[config.mk]
export PLATFORM = sky130hd
export DESIGN_NAME = apical_gain_applier
export DESIGN_NICKNAME = d
export VERILOG_FILES = /design/src/rtl/apical_gain_applier.sv
export SDC_FILE = /design/constraint.sdc
export NUM_CORES = 1
export LEC_CHECK = 0
export BUFFER_PORTS_ARGS = -buffer_cell sky130_fd_sc_hd__buf_2
export CAP_MARGIN = 20
export CORE_ASPECT_RATIO = 0.8
export CORE_MARGIN = 4
export CORE_UTILIZATION = 65
export CTS_CLUSTER_SIZE = 8
export DETAILED_ROUTE_END_ITERATION = 10
export PLACE_DENSITY_LB_ADDON = 0.08
export RECOVER_POWER = 100
export SYNTH_ARGS = -nofsm -noshare
export SYNTH_HDL_FRONTEND = slang
export SYNTH_SLANG_ARGS = --single-unit
[constraint.sdc]
create_clock -name clk -period 9.2 [get_ports clk]
set_input_delay 1.38 -clock clk [delete_from_list [all_inputs] [get_ports clk]]
set_output_delay 1.38 -clock clk [all_outputs]
set_load 0.01 [all_outputs]
[src/rtl/apical_gain_applier.sv]
// rtl/apical_gain_applier.sv - slew-limited apical gain applied to basal drive with BAC burst detection
//
// Purpose:
//   Takes the Q4.14 apical gain from Layer 1, clamps it to [GAIN_MIN, GAIN_MAX]
//   and slews the gain actually in use toward it by at most SLEW_STEP per tick.
//   The basal drive is multiplied by the gain in use through a two-stage
//   pipeline (full product, then shift + saturate). A coincidence FSM raises
//   burst_flag for BURST_LEN ticks once strong output and high gain have held
//   together for BURST_HOLD consecutive ticks, followed by a refractory period.
//   Every register advances only on clk_en ticks.
//
// Ports:
//   clk            system clock
//   rst            asynchronous active-high reset
//   clk_en         tick enable; all state holds while low
//   basal_input    signed basal drive, Q4.14
//   apical_gain    signed gain from Layer 1, Q4.14
//   modulated_out  saturated basal x gain_applied, Q4.14 (2-tick latency)
//   gain_applied   clamped, slew-limited gain currently in use
//   sat_flag       modulated_out was saturated on the last tick
//   burst_flag     high while the FSM is in BURST
//   burst_count    number of BURST entries, saturating at 65535

module apical_gain_applier #(
   parameter int WIDTH        = 18,
   parameter int FRAC         = 14,
   parameter int SLEW_STEP    = 164,
   parameter int GAIN_MIN     = 4096,
   parameter int GAIN_MAX     = 32768,
   parameter int BURST_THRESH = 8192,
   parameter int GAIN_THRESH  = 20480,
   parameter int BURST_HOLD   = 4,
   parameter int BURST_LEN    = 8,
   parameter int REFRACT_LEN  = 32
) (
   input  logic                    clk,
   input  logic                    rst,
   input  logic                    clk_en,
   input  logic signed [WIDTH-1:0] basal_input,
   input  logic signed [WIDTH-1:0] apical_gain,
   output logic signed [WIDTH-1:0] modulated_out,
   output logic signed [WIDTH-1:0] gain_applied,
   output logic                    sat_flag,
   output logic                    burst_flag,
   output logic [15:0]             burst_count
);

   localparam int PW = 2 * WIDTH;
   localparam int HW = $clog2(BURST_HOLD) + 1;
   localparam int CW = $clog2((REFRACT_LEN > BURST_LEN) ? REFRACT_LEN : BURST_LEN) + 1;

   localparam logic signed [WIDTH-1:0] G_MIN  = WIDTH'(GAIN_MIN);
   localparam logic signed [WIDTH-1:0] G_MAX  = WIDTH'(GAIN_MAX);
   localparam logic signed [WIDTH-1:0] G_ONE  = WIDTH'(1 << FRAC);
   localparam logic signed [WIDTH-1:0] G_STEP = WIDTH'(SLEW_STEP);
   localparam logic signed [WIDTH-1:0] G_THR  = WIDTH'(GAIN_THRESH);
   localparam logic signed [WIDTH-1:0] B_THR  = WIDTH'(BURST_THRESH);

   // Slew difference is one bit wider so tgt - gain can never wrap.
   localparam logic signed [WIDTH:0] STEP_P = (WIDTH+1)'(SLEW_STEP);
   localparam logic signed [WIDTH:0] STEP_N = (WIDTH+1)'(-SLEW_STEP);

   localparam logic signed [PW-1:0]    OUT_MAX   = PW'((1 << (WIDTH-1)) - 1);
   localparam logic signed [PW-1:0]    OUT_MIN   = PW'(-(1 << (WIDTH-1)));
   localparam logic signed [WIDTH-1:0] OUT_MAX_W = WIDTH'((1 << (WIDTH-1)) - 1);
   localparam logic signed [WIDTH-1:0] OUT_MIN_W = WIDTH'(-(1 << (WIDTH-1)));

   typedef enum logic [1:0] {
      S_IDLE,
      S_ARMED,
      S_BURST,
      S_REFRACT
   } state_t;

   // Datapath registers and next-state values
   logic signed [WIDTH-1:0] gain_q, gain_d;
   logic signed [PW-1:0]    prod_q, prod_d;
   logic signed [WIDTH-1:0] mod_q, mod_d;
   logic                    sat_q, sat_d;

   logic signed [WIDTH-1:0] tgt;
   logic signed [WIDTH:0]   diff;
   logic signed [PW-1:0]    shifted;
   logic                    cond;

   // FSM registers
   state_t          state_q;
   logic [HW-1:0]   hold_cnt_q;
   logic [CW-1:0]   len_cnt_q;
   logic            burst_q;
   logic [15:0]     burst_count_q;

   // ---------------------------------------------------------------
   // Gain target clamp and slew limiter
   // ---------------------------------------------------------------
   always_comb begin
      tgt = apical_gain;
      if (apical_gain < G_MIN) begin
         tgt = G_MIN;
      end else if (apical_gain > G_MAX) begin
         tgt = G_MAX;
      end

      diff = $signed({tgt[WIDTH-1], tgt}) - $signed({gain_q[WIDTH-1], gain_q});

      gain_d = tgt;
      if (diff > STEP_P) begin
         gain_d = gain_q + G_STEP;
      end else if (diff < STEP_N) begin
         gain_d = gain_q - G_STEP;
      end
   end

   // ---------------------------------------------------------------
   // Multiply pipeline: stage 1 full product with the pre-update gain,
   // stage 2 floor shift back to Q4.14 and saturate.
   // ---------------------------------------------------------------
   always_comb begin
      prod_d  = $signed({{WIDTH{basal_input[WIDTH-1]}}, basal_input})
              * $signed({{WIDTH{gain_q[WIDTH-1]}}, gain_q});
      shifted = prod_q >>> FRAC;

      mod_d = shifted[WIDTH-1:0];
      sat_d = 1'b0;
      if (shifted > OUT_MAX) begin
         mod_d = OUT_MAX_W;
         sat_d = 1'b1;
      end else if (shifted < OUT_MIN) begin
         mod_d = OUT_MIN_W;
         sat_d = 1'b1;
      end
   end

   always_ff @(posedge clk or posedge rst) begin
      if (rst) begin
         gain_q <= G_ONE;
         prod_q <= '0;
         mod_q  <= '0;
         sat_q  <= 1'b0;
      end else if (clk_en) begin
         gain_q <= gain_d;
         prod_q <= prod_d;
         mod_q  <= mod_d;
         sat_q  <= sat_d;
      end
   end

   // Coincidence looks at the registered output and gain, not the next values.
   assign cond = (mod_q >= B_THR) && (gain_q >= G_THR);

   // ---------------------------------------------------------------
   // BAC coincidence FSM. burst_q is updated alongside the state so it
   // is high exactly while the state register holds S_BURST.
   // ---------------------------------------------------------------
   always_ff @(posedge clk or posedge rst) begin
      if (rst) begin
         state_q       <= S_IDLE;
         hold_cnt_q    <= '0;
         len_cnt_q     <= '0;
         burst_q       <= 1'b0;
         burst_count_q <= '0;
      end else if (clk_en) begin
         case (state_q)
            S_IDLE: begin
               if (cond) begin
                  state_q    <= S_ARMED;
                  hold_cnt_q <= HW'(1);
               end
            end
            S_ARMED: begin
               if (!cond) begin
                  state_q <= S_IDLE;
               end else if (hold_cnt_q == HW'(BURST_HOLD - 1)) begin
                  state_q   <= S_BURST;
                  burst_q   <= 1'b1;
                  len_cnt_q <= '0;
                  if (burst_count_q != 16'hFFFF) begin
                     burst_count_q <= burst_count_q + 16'd1;
                  end
               end else begin
                  hold_cnt_q <= hold_cnt_q + HW'(1);
               end
            end
            S_BURST: begin
               if (len_cnt_q == CW'(BURST_LEN - 1)) begin
                  state_q   <= S_REFRACT;
                  burst_q   <= 1'b0;
                  len_cnt_q <= '0;
               end else begin
                  len_cnt_q <= len_cnt_q + CW'(1);
               end
            end
            S_REFRACT: begin
               if (len_cnt_q == CW'(REFRACT_LEN - 1)) begin
                  state_q   <= S_IDLE;
                  len_cnt_q <= '0;
               end else begin
                  len_cnt_q <= len_cnt_q + CW'(1);
               end
            end
            default: begin
               state_q <= S_IDLE;
               burst_q <= 1'b0;
            end
         endcase
      end
   end

   assign modulated_out = mod_q;
   assign gain_applied  = gain_q;
   assign sat_flag      = sat_q;
   assign burst_flag    = burst_q;
   assign burst_count   = burst_count_q;

endmodule

==> metrics, run 1 <==
initial antenna violation count 0; CTS Buf Count 9; # DRC 0; final instance area about 0.019 sq mm; hold depth 1; relative slew slack -1.49; DP Area 0.0184 sq mm; number of hold buffers added after cts 0; largest net degree at the start of global routing 72; Worst-Skew Late Latency 0.36 ns; DP Wirelength 35.7 mm; first-pass GRT wire length 75.8 mm; Tot GR Track Use 0.322; CP Cell Sequence clkbuf_1 > nand2_1 > fa_1 > inv_1 > fa_1 > inv_1 > fa_1 > inv_1 > fa_1 > fa_1 > inv_1 > fa_1 > inv_1 > ha_1 > a21oi_1 > nor2_1 > a211oi_1 > a31oi_1 > o41a_1 > a221o_1 > a211oi_2 > a21oi_1 > xnor2_1 > mux2_2; Port Buffers 92; syn avg cell area 9.03 sq um; CTS clock-pin slew for the worst setup and hold paths 0.08 ns; P&R area growth vs syn 5.06%; drt pass-1 iters 6; commonest non-fill, non-tap cell in the layout inv_1; PostCTS Resize Cnt 0; layout cells sized above 1 0.0564; die area 0.0299 sq mm; Core Rows between 50 and 60; Critical Path Source Type input port; initial DRC count approximately 1200; Chip Height 155 um; slew at the pin closest to its max-slew limit between 3 and 4 ns; Yosys cell types 86; clk buf depth 2; Final Hold Viols 0; Worst Skew 0.0159 ns; CP max-delay cell clkbuf_1; final setup TNS 0 ns; CP Data Required Time approximately 9.4 ns; R2R cell count 23; Starting Density 0.666; Clock H-tree levels 3; Slew Viols, Final 123; Root Driver clkbuf_16; commonest cells after routing, fill and taps aside 437 x inv_1, 329 x fa_1, 214 x nand2_1, 166 x and2_1, 113 x ha_1; period utilisation layout 0.878; Worst setup EP type flop; setup violators final 0; Final nets roughly 2500; Synth Flop Type dfrtp_1; failing checks max-capacitance violations, max-slew violations; CTS tree built; postcts setup bufs 0; critical path's most frequent cell fa_1; ANT nets after route 0; Post-synth EDFFs 0; register bit total from synthesis 87; CTS Sinks between 80 and 90; Worst Path Max Fanout 18; post-route minimum period about 8.1 ns; Die W 192 um; hold crit path type flop to flop; DR WL/cell between 15 and 20 um; Core Area 0.0265 sq mm; GRT Residual Overflow 0; final wirelength 44.9 mm; Seq/Total Area, Yosys 0.123; filler cell count 2151; Top Ports 93; RSZ-0062 raised after global routing false; outcome finished, violations left; Yosys Warn Count 0; vias in the first global route ~14000; n_diodes 0; GP Congestion 0.922; critical path class input port to flop; max_cap viols 2; vias post-DR 13600; Worst EP arrival 8.32 ns; largest stage delay on the critical path 0.62 ns; cells after synthesis 1958; Vias/cell 5.75; Async SR Flop Fraction 1.00; Syn Std Cell Area ~0.018 sq mm; f_max 124 MHz
==> stage by stage <==
stage          setup slack [ns]  cells  hold WS [ns]   util
6_report                   1.13   2362         0.493  0.700
5_1_grt                   0.714   2362         0.508  0.700
4_1_cts                    1.46   2362         0.488  0.705
3_5_place_dp               1.09   2346         0.471  0.693
3_3_place_gp               1.23   2346         0.463  0.693
2_1_floorplan              1.65   1959         0.436      -
==> sequential cells by signal, indices dropped and copies added, names as in the netlist, named ones only <==
signal / flops
burst_count: 16
burst_flag: 1
gain_applied: 18
hold_cnt_q: 3
len_cnt_q: 6
modulated_out: 18
prod_q: 22
sat_flag: 1
state_q: 1
==> Yosys cell counts (21+ instances only) <==
cell type | n | area share
a21oi_1 | 27 | 0.0076
nand2_1 | 214 | 0.045
inv_1 | 438 | 0.093
clkbuf_1 | 66 | 0.014
fa_1 | 329 | 0.37
mux2_2 | 23 | 0.015
nor2_1 | 92 | 0.020
and2_1 | 168 | 0.059
xnor2_1 | 46 | 0.023
nor3_1 | 22 | 0.0062
nand3_1 | 21 | 0.0059
o21ai_0 | 31 | 0.0088
dfrtp_1 | 86 | 0.12
ha_1 | 113 | 0.080
==> routing by layer <==
metal  part of all wire  global-route usage  vias up
li1                   -                   -     6119
met1               0.42               0.464     6774
met2               0.47               0.512      602
met3              0.096              0.0666       79
met4              0.022              0.0723        0
met5                  0                   0        -
==> kinds of logic after synthesis <==
logic type / count (synthesis) / synth area share
simple gates: 600 / 0.170
buf+inv: 520 / 0.113
flops: 87 / 0.123
xor+xnor: 63 / 0.0312
other cells: 1 / 0.000212
compound gates: 210 / 0.0875
fa+ha+maj: 442 / 0.453
mux: 35 / 0.0218
==> layout make-up <==
cell class,count,area (sq um),area share
clock buffer,9,225,0.0121
clock inverter,7,95.1,0.00512
inverter,439,1650,0.0888
multi-input combinational,1352,13500,0.726
sequential,87,2180,0.117
tap,357,447,0.0241
timing repair buffer,111,503,0.0271
==> critical path: cells and delay by family <==
family,cells,cell delay [ns]
and+or+nand+nor,2,0.24
AOI/OAI and AO/OA,7,1.98
xor gates and xnor gates,1,0.14
adders and majority gates,7,3.40
buffers and inverters,6,0.90
muxes,1,0.26
==> path summary, 6_finish.rpt <==
kind                                   from                to  slack [ns]
min in group asynchronous               rst   burst_count[15]        1.10
min reg2reg                 burst_count[11]   burst_count[11]        0.49
min                         burst_count[11]   burst_count[11]        0.49
max in group asynchronous               rst  gain_applied[17]        4.16
max                          basal_input[6]        prod_q[35]        1.13
max reg2reg                gain_applied[17]        prod_q[35]        1.48
Power of run 1 is left out: the tool's default activity adds up to more than one toggle a clock period on the data nets, which glitch-free logic cannot reach.
==> run 2, diff against run 1 <==
BUFFER_PORTS_ARGS = -buffer_cell sky130_fd_sc_hd__buf_4   (was -buffer_cell sky130_fd_sc_hd__buf_2)
==> metrics, run 2 (synthesized netlist as in run 1, its figures left out) <==
outcome finished, violations left; failing checks max-capacitance violations, max-slew violations; postcts setup bufs 0 (unchanged); PostCTS Resize Cnt 0 (unchanged); Final nets 2481 (unchanged); Core Rows 53 (unchanged); largest register by flop count prod_q; P&R area growth vs syn 5.63%; largest stage delay on the critical path 1.12 ns (+0.50 ns); Chip Height 155 um (unchanged); vias post-DR 13600 (+0.12%); CTS tree built; CTS Sinks 87 (unchanged); f_max 125 MHz (+0.56%); Starting Density 0.666 (unchanged); Worst EP arrival 8.26 ns (-0.06 ns); max_cap viols 3 (+1); clk buf depth 2 (unchanged); post-route minimum period 8.03 ns (-0.0447 ns); critical path class flop to flop; layout cells sized above 1 0.0554 (-0.000998); die area 0.0299 sq mm (unchanged); Vias/cell 5.75 (+0.12%); Core Area 0.0265 sq mm (unchanged); first-pass GRT wire length 75.8 mm (+0.10%); CP Data Required Time 9.43 ns (about the same); r2r startpoint gain_applied[13]; commonest non-fill, non-tap cell in the layout inv_1; slew at the pin closest to its max-slew limit 3.36 ns (-0.368 ns); WHS Endpoint burst_count[13]; RSZ-0062 raised after global routing false; critical path's most frequent cell fa_1; period utilisation layout 0.873 (-0.00486); Clock H-tree levels 3 (unchanged); initial DRC count 973 (-17%); # DRC 0 (unchanged); Worst-Skew Late Latency 0.35 ns (about the same); vias in the first global route 14700 (+1.8%); Tot GR Track Use 0.324 (+0.00144); Worst setup EP type flop; Worst Path Max Fanout 21 (+3); HP Start burst_count[13]; number of hold buffers added after cts 0 (unchanged); hold crit path type flop to flop; commonest cells after routing, fill and taps aside 437 x inv_1, 329 x fa_1, 214 x nand2_1, 166 x and2_1, 113 x ha_1; ANT nets after route 0 (unchanged); GP Congestion 0.943 (+2.2%); initial antenna violation count 0 (unchanged); Port Buffers 92 (unchanged); drt pass-1 iters 5 (-1); Critical Path Source Type flop; Final Hold Viols 0 (unchanged); Worst Skew 0.0131 ns (-0.00276 ns); largest net degree at the start of global routing 65 (-9.7%); CTS clock-pin slew for the worst setup and hold paths 0.07 ns (about the same); hold depth 1 (unchanged); CP max-delay cell clkbuf_1; DP Wirelength 36.3 mm (+1.4%); DR WL/cell 19.2 um (+0.88%); Die W 192 um (unchanged); n_diodes 0 (unchanged); reg2reg setup slack 1.17 ns (-0.31 ns); Slew Viols, Final 150 (+22%); relative slew slack -1.24 (+0.245); Top Ports 93 (unchanged); final setup TNS 0 ns (unchanged); R2R cell count 20 (-13%); CP Cell Sequence clkbuf_1 > nand2_1 > fa_1 > inv_1 > fa_1 > fa_1 > fa_1 > fa_1 > inv_1 > fa_1 > inv_1 > ha_1 > a21o_1 > a21o_1 > o41a_1 > a221o_1 > a211oi_1 > a21oi_1 > xnor2_1 > mux2_2; max reg flops 22 (unchanged); Root Driver clkbuf_16; setup violators final 0 (unchanged); GRT Residual Overflow 0 (unchanged); CTS Buf Count 9 (unchanged); final wirelength 45.3 mm (+0.88%); Reg2Reg Capture Point prod_q[35]
[run 2: final cells by class]
cell class,instances,area [sq um]
Clock buffer,10,229
Clock inverter,6,77.6
Fill cell,2167,7850
Inverter,439,1650
Multi-Input combinational cell,1352,13500
Sequential cell,87,2180
Tap cell,357,447
Timing Repair Buffer,111,623
[run 2: metrics by stage]
| stage | instances | instance area (sq um) | utilization | setup slack [ns] | hold WS [ns] |
|---|---|---|---|---|---|
| 4_1_cts | 2362 | 18900 | 0.713 | 1.54 | 0.482 |
| 3_3_place_gp | 2346 | 18600 | 0.702 | 1.30 | 0.464 |
| 3_5_place_dp | 2346 | 18600 | 0.702 | 1.20 | 0.465 |
| 5_1_grt | 2362 | 18700 | 0.704 | 0.727 | 0.515 |
| 6_report | 2362 | 18700 | 0.704 | 1.17 | 0.480 |
| 2_1_floorplan | 1959 | 17700 | - | 1.65 | 0.436 |
[run 2: worst max-delay path by stage]
stage                           startpoint    endpoint  slack (ns)
after floorplan             basal_input[7]  prod_q[35]        1.65
after global placement      basal_input[9]  prod_q[35]        1.30
after detailed placement   basal_input[17]  prod_q[35]        1.20
after CTS                   basal_input[9]  prod_q[35]        1.54
after global routing      gain_applied[13]  prod_q[35]        0.73
final                     gain_applied[13]  prod_q[35]        1.17
[run 2: per-layer routing]
| layer | track usage | wire length, um |
|---|---|---|
| met5 | 0 | 0 |
| met3 | 0.0888 | 4100 |
| met2 | 0.496 | 20500 |
| met4 | 0.100 | 1480 |
| met1 | 0.455 | 19200 |
[run 2: critical path: cells and delay by family, from the launching register on]
family,cells,cell delay (ns)
muxes,1,0.26
DFF,1,0.59
buffers and inverters,4,1.26
and+or+nand+nor,1,0.22
adders and majority gates,7,3.64
xor gates and xnor gates,1,0.16
AOI/OAI and AO/OA,6,1.77
Power of run 2 is left out for the same reason.
